### src/rtl/gwas_pkg.sv
// rtl/gwas_pkg.sv - shared constants, state type and cell-index helper for the margin-table path
package gwas_pkg;

    localparam int NUM_CELLS = 6;
    localparam logic [1:0] GENO_MISSING = 2'd3;

    typedef enum logic {
        ACCUM = 1'b0,
        HOLD  = 1'b1
    } state_t;

    // Controls occupy cells 0..2 and cases 3..5, so cell[i] + cell[i+3] is the genotype margin.
    function automatic logic [2:0] cell_index(input logic [1:0] genotype, input logic phenotype);
        return 3'(genotype) + (phenotype ? 3'd3 : 3'd0);
    endfunction

endpackage

### src/rtl/margin_cell_counter.sv
// rtl/margin_cell_counter.sv - one contingency-table cell counter; saturation under MARGIN_SATURATE_EN
module margin_cell_counter
    import gwas_pkg::*;
#(
    parameter int DATA_WIDTH = 16
) (
    input  logic                  clk,
    input  logic                  rst,
    input  logic                  i_clr,
    input  logic                  i_inc,
`ifdef MARGIN_SATURATE_EN
    output logic                  o_sat_next,
`endif
    output logic [DATA_WIDTH-1:0] o_next
);

    logic [DATA_WIDTH-1:0] r_count;
    logic [DATA_WIDTH-1:0] w_next;

`ifdef MARGIN_SATURATE_EN
    logic r_sat;
    logic w_full;
    logic w_sat_next;

    assign w_full     = &r_count;
    assign w_next     = (i_inc && !w_full) ? r_count + DATA_WIDTH'(1) : r_count;
    // Flag records a dropped increment, not merely reaching the top value.
    assign w_sat_next = r_sat | (i_inc & w_full);
    assign o_sat_next = w_sat_next;

    always_ff @(posedge clk or negedge rst) begin
        if (!rst) begin
            r_sat <= 1'b0;
        end else if (i_clr) begin
            r_sat <= 1'b0;
        end else begin
            r_sat <= w_sat_next;
        end
    end
`else
    assign w_next = i_inc ? r_count + DATA_WIDTH'(1) : r_count;
`endif

    // o_next includes this cycle's sample so the top can snapshot and clear in one edge.
    assign o_next = w_next;

    always_ff @(posedge clk or negedge rst) begin
        if (!rst) begin
            r_count <= '0;
        end else if (i_clr) begin
            r_count <= '0;
        end else begin
            r_count <= w_next;
        end
    end

endmodule

### src/rtl/margin_table_builder.sv
// rtl/margin_table_builder.sv - double-buffered 2x3 genotype/phenotype table builder; option MARGIN_SATURATE_EN
module margin_table_builder
    import gwas_pkg::*;
#(
    parameter int DATA_WIDTH = 16
) (
    input  logic                            clk,
    input  logic                            rst,
    input  logic                            sample_valid,
    output logic                            sample_ready,
    input  logic [1:0]                      genotype,
    input  logic                            phenotype,
    input  logic                            sample_last,
    output logic                            table_valid,
    input  logic                            table_ready,
`ifdef MARGIN_SATURATE_EN
    output logic                            sat_flag,
`endif
    output logic [NUM_CELLS*DATA_WIDTH-1:0] margin_table_out
);

    state_t                           r_state;
    logic                             r_sample_ready;
    logic                             r_table_valid;
    logic [NUM_CELLS*DATA_WIDTH-1:0]  r_table;

    logic                             w_accept;
    logic                             w_slot_free;
    logic                             w_clr;
    logic [2:0]                       w_idx;
    logic [NUM_CELLS-1:0]             w_inc;
    logic [NUM_CELLS*DATA_WIDTH-1:0]  w_next_table;

    assign w_accept    = sample_valid && r_sample_ready;
    assign w_slot_free = !r_table_valid || table_ready;
    assign w_idx       = cell_index(genotype, phenotype);

    // Counters clear on the same edge their contents move into the output register.
    assign w_clr = ((r_state == ACCUM) && w_accept && sample_last && w_slot_free) ||
                   ((r_state == HOLD) && table_ready);

`ifdef MARGIN_SATURATE_EN
    logic                 r_sat_flag;
    logic [NUM_CELLS-1:0] w_sat_next;
    assign sat_flag = r_sat_flag;
`endif

    genvar k;
    generate
        for (k = 0; k < NUM_CELLS; k++) begin : g_cell
            assign w_inc[k] = w_accept && (genotype != GENO_MISSING) && (w_idx == 3'(k));

            margin_cell_counter #(
                .DATA_WIDTH (DATA_WIDTH)
            ) u_cell (
                .clk        (clk),
                .rst        (rst),
                .i_clr      (w_clr),
                .i_inc      (w_inc[k]),
`ifdef MARGIN_SATURATE_EN
                .o_sat_next (w_sat_next[k]),
`endif
                .o_next     (w_next_table[k*DATA_WIDTH +: DATA_WIDTH])
            );
        end
    endgenerate

    always_ff @(posedge clk or negedge rst) begin
        if (!rst) begin
            r_state        <= ACCUM;
            r_sample_ready <= 1'b1;
            r_table_valid  <= 1'b0;
            r_table        <= '0;
`ifdef MARGIN_SATURATE_EN
            r_sat_flag     <= 1'b0;
`endif
        end else begin
            case (r_state)
                ACCUM: begin
                    if (w_accept && sample_last) begin
                        if (w_slot_free) begin
                            r_table       <= w_next_table;
                            r_table_valid <= 1'b1;
`ifdef MARGIN_SATURATE_EN
                            r_sat_flag    <= |w_sat_next;
`endif
                        end else begin
                            r_state        <= HOLD;
                            r_sample_ready <= 1'b0;
                        end
                    end else if (r_table_valid && table_ready) begin
                        r_table_valid <= 1'b0;
                    end
                end
                HOLD: begin
                    // table_valid is necessarily high here; a drain immediately refills the slot.
                    if (table_ready) begin
                        r_table        <= w_next_table;
                        r_state        <= ACCUM;
                        r_sample_ready <= 1'b1;
`ifdef MARGIN_SATURATE_EN
                        r_sat_flag     <= |w_sat_next;
`endif
                    end
                end
                default: begin
                    r_state        <= ACCUM;
                    r_sample_ready <= 1'b1;
                end
            endcase
        end
    end

    assign sample_ready     = r_sample_ready;
    assign table_valid      = r_table_valid;
    assign margin_table_out = r_table;

endmodule

### config.mk
export PLATFORM = sky130hd
export DESIGN_NAME = margin_table_builder
export DESIGN_NICKNAME = d
export VERILOG_FILES = /design/src/rtl/gwas_pkg.sv /design/src/rtl/margin_cell_counter.sv /design/src/rtl/margin_table_builder.sv
export SDC_FILE = /design/constraint.sdc
export NUM_CORES = 1
export LEC_CHECK = 0
export BUFFER_PORTS_ARGS = -buffer_cell sky130_fd_sc_hd__buf_4
export CAP_MARGIN = 20
export CORE_ASPECT_RATIO = 0.9
export CORE_UTILIZATION = 35
export CTS_CLUSTER_SIZE = 40
export DETAILED_ROUTE_END_ITERATION = 10
export MAX_ROUTING_LAYER = met4
export SETUP_SLACK_MARGIN = 0.02
export SLEW_MARGIN = 5
export SYNTH_ARGS = -nofsm -noshare
export SYNTH_HDL_FRONTEND = slang
export SYNTH_SLANG_ARGS = --single-unit
### constraint.sdc
create_clock -name clk -period 4.3 [get_ports clk]
set_clock_uncertainty 0.15 [all_clocks]
set_input_delay 0 -clock clk [delete_from_list [all_inputs] [get_ports clk]]
set_output_delay 0 -clock clk [all_outputs]
set_load 0.005 [all_outputs]
# After elaboration in Yosys (flattened, before gate mapping)
# Index checks and enable logic that the tools add are counted.
[classes]
n_mux = 28
n_bitwise = 1
reduce_logical = 22
add_sub_neg = 7
eq_ne = 11
[ops]
columns = ["operator", "count"]
rows = [
  ["$mux 96", 3],
  ["$mux 16", 12],
  ["$pmux 96 s2", 1],
  ["$add 16x1->16 const B", 6],
  ["$logic_and 1x1->1", 14],
  ["$ne 2x2->1 const B", 5],
  ["$mux 1", 9],
  ["$reduce_and 3->1", 3],
  ["$eq 3x2->1 const B", 2],
  ["$eq 3x3->1 const B", 2],
  ["$pmux 1 s2", 2],
  ["$add 2x2->3", 1],
  ["$eq 3x1->1 const B", 1],
  ["$logic_not 3->1", 1],
  ["$logic_or 1x1->1", 2],
  ["$mux 2", 1],
  ["$ne 2x1->1 const B", 1],
  ["$reduce_bool 2->1", 1],
  ["$logic_not 1->1", 1],
  ["$not 1->1", 1],
]
[word_totals]
word_cells = 79
out_inout_bits = 98
ff_bits = 195
input_bits = 8

# Longest topological paths before layout
[depth]
depth_word = 8
mapped_depth = 9
ltp_nobuf = 7

# Hierarchy
# A second synthesis with hierarchy kept.
[hier_totals]
hier_cells = 807
area_unflattened_um2 = 10004.6
[modules_own_cells]
columns = ["mod", "area_per_inst_um2", "instances", "seq_area_each_um2", "cells_each"]
rows = [
  ["margin_cell_counter", 1016.0, 6, 400.4, 96],
  ["margin_table_builder", 3908.7, 1, 2478.6, 231],
]

# Worst setup path before layout
# Ideal clock, no wire load.
[synth_path]
path_kind = "input-to-reg"
startpoint = "in genotype[0]"
endpoint = "reg r_table[11], in the netlist margin_table_out[11]"
required_time_ns = 4.017
cell_stages = 8
t_arrival_ns = 2.217
path_buffers = 1
path_slack_ns = 1.800
setup_ns = 0.133
path_cell_list = "ha_1 > fa_1 > or4b_1 > or4_1 > buf_4 > nor4_4 > xnor2_1 > a21oi_2"
[synth_via]
elab_chain_len = 7
word_cells_on_any_way = 10
cone_classes = "add/sub (1); eq/ne (1); mux (5); reduce/logical (3)"
[synth_lines]
columns = ["element", "line", "source"]
rows = [
  ["start: declaration", "margin_table_builder.sv:11", "input logic [1:0] genotype,"],
  ["$add 2x2->3 or $ne 2x2->1 (tied branches)", "gwas_pkg.sv:14, margin_table_builder.sv:51", ""],
  ["$logic_not 3->1 or $logic_and 1x1->1 (tied branches)", "margin_table_builder.sv:51", "assign w_inc[k] = w_accept && (genotype != GENO_MISSING) && (w_idx == 3'(k));"],
  ["$logic_and 1x1->1 (*)", "margin_table_builder.sv:51", ""],
  ["$mux 16 (*)", "margin_cell_counter.sv:41", "assign w_next = i_inc ? r_count + DATA_WIDTH'(1) : r_count;"],
  ["$mux 96", "margin_table_builder.sv:81", "if (w_slot_free) begin"],
  ["$mux 96", "margin_table_builder.sv:80", "if (w_accept && sample_last) begin"],
  ["$pmux 96 s2 (*)", "margin_table_builder.sv:78", "case (r_state)"],
  ["end signal: assignment", "margin_table_builder.sv:82", "r_table <= w_next_table;"],
  ["end signal: assignment", "margin_table_builder.sv:98", "r_table <= w_next_table;"],
  ["end: declaration", "margin_table_builder.sv:25", "logic [NUM_CELLS*DATA_WIDTH-1:0] r_table;"],
]
# Mark *: on every way between the ends. The rest lies on a longest branch, timed or not. The select of a mux whose other input is x is not followed.
# A chain may end at the register's enable or synchronous reset.

# Final worst setup path
# Same ends and word-level chain as after synthesis.

==> impl_metrics.csv <==
group,metric,value,unit
outcome,status,"finished, violations left",
outcome,failed_checks,"negative hold slack",
power,peakVddDrop,0.2064,mV
synth,synth_seq_cells,195,
critical_path,cp_slowest_cell,"or4_1",
synth,yosys-top-cells-area,"dfrtp_1 (58%), nor2_1 (9.6%), a21oi_1 (5.7%), xnor2_1 (5.2%), xor2_1 (4.2%)",
cts,h-tree-depth,4,
sta,rsz0062_at_grt,"false",
sta,fin_crit_sh,0.6319,
critical_path,startpoint,"genotype[0]",
detailed_routing,drtIter0Drc,471,
job,drv_cap,0,
placed_design,io_buffer_count,105,
global_routing,grt_pass1_wl,29650,um
sta,tns,0,ps
detailed_routing,vias,6020,
min_path,hold_class,"in -> async",
critical_path,critPathArrivalTime,2870,ps
cts,cts_buffers,17,
critical_path,start_kind,"primary input",
critical_path,rr_worst_depth,5,
detailed_routing,drt_wl_total,17900,um
synth,synth_top_cell_area_share,0.5786,
synth,yosys.cell_types.count,39,
floorplanning,die_w,165.2,um
global_routing,grt_use_total,0.1589,
synth,synth_area_per_cell,9.989,um2
sta,worst_slew_pin_slew,769.6,ps
cells_and_area,area_growth,20.76,%
cts,cts_resized,0,
cells_and_area,drive_gt1_frac,0.1607,
placed_design,dp_hpwl,11640,um
placed_design,gp_congestion,0.7985,
sta,post-route-min-period,2717,ps
detailed_routing,post-route-drc-count,0,
cells_and_area,nets,949,
critical_path,reg2reg_to,"margin_table_out[1]$_DFFE_PN0P_",
floorplanning,dieArea,24600,um2
synth,syn_area,8391,um2
floorplanning,initial_core_util,0.3584,
critical_path,cp.depth,8,
floorplanning,io_pins,106,
critical_path,path_class,"in -> reg",
sta,drv_slew,0,
synth,synth_top_area_cell,"dfrtp_1",
critical_path,critPathTopFamily,"simple AND/OR/NAND/NOR gates",
detailed_routing,ant_nets,0,
synth,yosys_warnings,0,
critical_path,slowest_delay,730,ps
cts,insertion_delay,440,ps
cts,cts.sinks,195,
global_routing,grt_pass1_vias,5795,
critical_path,reg2reg_slack,1620,ps
cts,clk_pin_slew,70,ps
sta,relSlewSlack,0.4822,
cts,cts_root_buffer,"clkbuf_16",
detailed_routing,avgRoutedWirePerCell,14.34,um
detailed_routing,avgViaCountPerCell,4.824,
global_routing,grt-ovfl-total,0,
sta,hold_violations,12,
critical_path,crit_required,4450,ps
critical_path,regToRegStartpoint,"sample_ready$_DFFE_PN1P_",
sta,whs,-40.57,ps
sta,clock.fmax,368.0,MHz
synth,synth_seq_area_share,0.5817,
synth,synth_fp_nets,856,
critical_path,crit_chain,"buf_4, ha_1, fa_1, or4b_1, or4_1, nor4_4, xnor2_1, a21oi_2",
global_routing,grt_max_degree,125,
critical_path,path_buf_inv,1,
floorplanning,die_h,148.9,um
power,leakage,4.842,nW
power,powerDensity,348.0,nW/um2
floorplanning,placeableCoreArea,23410,um2
cells_and_area,n_antenna_cell,0,
critical_path,cp_max_fo,16,
critical_path,critPathCapture,"margin_table_out[11]$_DFFE_PN0P_",
synth,syn_inst,840,
sta,setup_violations,0,
floorplanning,rows,53,
cts,cts_tree,"yes",
global_routing,antenna_found_initial,0,
detailed_routing,firstDrtPassIters,5,
cts,cts.path.max_buffers,2,
critical_path,endpoint_kind,"flop",
## stage by stage
step	setup slack, ps	instances	utilization	cell area [um2]	total power, mW
finish	1583	1248	0.4328	10130	3.526
global route	1376	1248	0.4328	10130	3.661
CTS	1556	1248	0.4328	10130	3.578
detailed placement	1152	1210	0.4050	9482	1.951
global placement	1193	1210	0.4050	9482	1.949
floorplan	1800	840	-	8391	1.891
## flip-flops by register name, summed over array words and instances (netlist names)
signal                 cells
r_state                    1
g_cell.u_cell.r_count     96
sample_ready               1
margin_table_out          96
table_valid                1
## timing repair
item,CTS,global route
hold buffers,6,0
endpoints found under the hold margin,74,0
buffers inserted,0,0
## worst min-delay path by stage
stage          start                                    end  depth (start not counted)
3_3_place_gp     rst       margin_table_out[41]$_DFFE_PN0P_                          1
6_report         rst       margin_table_out[41]$_DFFE_PN0P_                          2
5_1_grt          rst       margin_table_out[41]$_DFFE_PN0P_                          2
2_1_floorplan    rst  g_cell[0].u_cell.r_count[0]$_DFF_PN0_                          0
4_1_cts          rst  g_cell[2].u_cell.r_count[9]$_DFF_PN0_                          2
3_5_place_dp     rst       margin_table_out[41]$_DFFE_PN0P_                          1
## power by group
group	internal [mW]	switching, mW	total, mW
combinational	0.0173	0.0639	0.0812
clock	0.880	0.732	1.61
sequential	1.83	0	1.83
total	2.73	0.796	3.53
## cells by family after synthesis
kind of cell	count (synthesis)	share of synthesized area
compound gates	101	0.06129
xor+xnor	90	0.09395
fa+ha+maj	8	0.01282
buf+inv	55	0.02535
flops	195	0.5817
mux	6	0.007158
simple gates	385	0.2177
## metal layers
metal  routed length (um)  vias up  track usage
li1                     -     3022            -
met1                 9192     2886       0.2274
met2                 7885       98       0.2270
met3                  650       14      0.03475
met4                  169        0      0.04037
met5                    0        -            -
## cells in the final DEF, fill, tap and decap left out, drive strengths merged
| master | count |
|---|---|
| clkbuf | 19 |
| and3b | 1 |
| ha | 7 |
| dfrtp | 194 |
| clkinvlp | 2 |
| nor4 | 16 |
| a21oi | 98 |
| nand2 | 34 |
| inv | 17 |
| xor2 | 40 |
| o21ai | 2 |
| or4 | 6 |
| bufinv | 2 |
| nand3 | 23 |
| mux2i | 6 |
| fa | 1 |
| nand2b | 2 |
| nor2b | 2 |
| nand4b | 2 |
| or4b | 1 |
| xnor2 | 50 |
| and3 | 9 |
| nor3b | 1 |
| nand3b | 1 |
| buf | 109 |
| or3 | 2 |
| nor2 | 215 |
| nor3 | 25 |
| dfstp | 1 |
| and4 | 6 |
| nor4b | 1 |
| a31oi | 1 |
| nand4bb | 2 |
| and2 | 3 |
| clkinv | 6 |
| nand4 | 33 |
| dlygate4sd3 | 6 |
## cell type report
class | count | area, um2
Timing Repair Buffer | 116 | 929.6
Fill cell | 2282 | 13280
Clock inverter | 14 | 151.4
Tap cell | 302 | 377.9
Multi-Input combinational cell | 590 | 3304
Clock buffer | 18 | 439.2
Inverter | 13 | 48.80
Sequential cell | 195 | 4881
## synthesized netlist by cell type
cell / n
a21oi_1: 96
a21oi_2: 2
a31oi_1: 1
and2_0: 1
and2_1: 2
and3_1: 9
and3b_1: 1
and4_1: 6
buf_2: 2
buf_4: 1
clkbuf_1: 39
dfrtp_1: 194
dfstp_2: 1
fa_1: 1
ha_1: 7
inv_1: 13
mux2i_1: 6
nand2_1: 34
nand2b_1: 2
nand3_1: 23
nand3b_1: 1
nand4_1: 33
nand4b_1: 2
nand4bb_1: 2
nor2_1: 215
nor2b_1: 2
nor3_1: 23
nor3_2: 2
nor3b_1: 1
nor4_1: 13
nor4_2: 1
nor4_4: 2
nor4b_2: 1
o21ai_0: 2
or3_1: 2
or4_1: 6
or4b_1: 1
xnor2_1: 50
xor2_1: 40
Power figures use the tool's default switching activity.
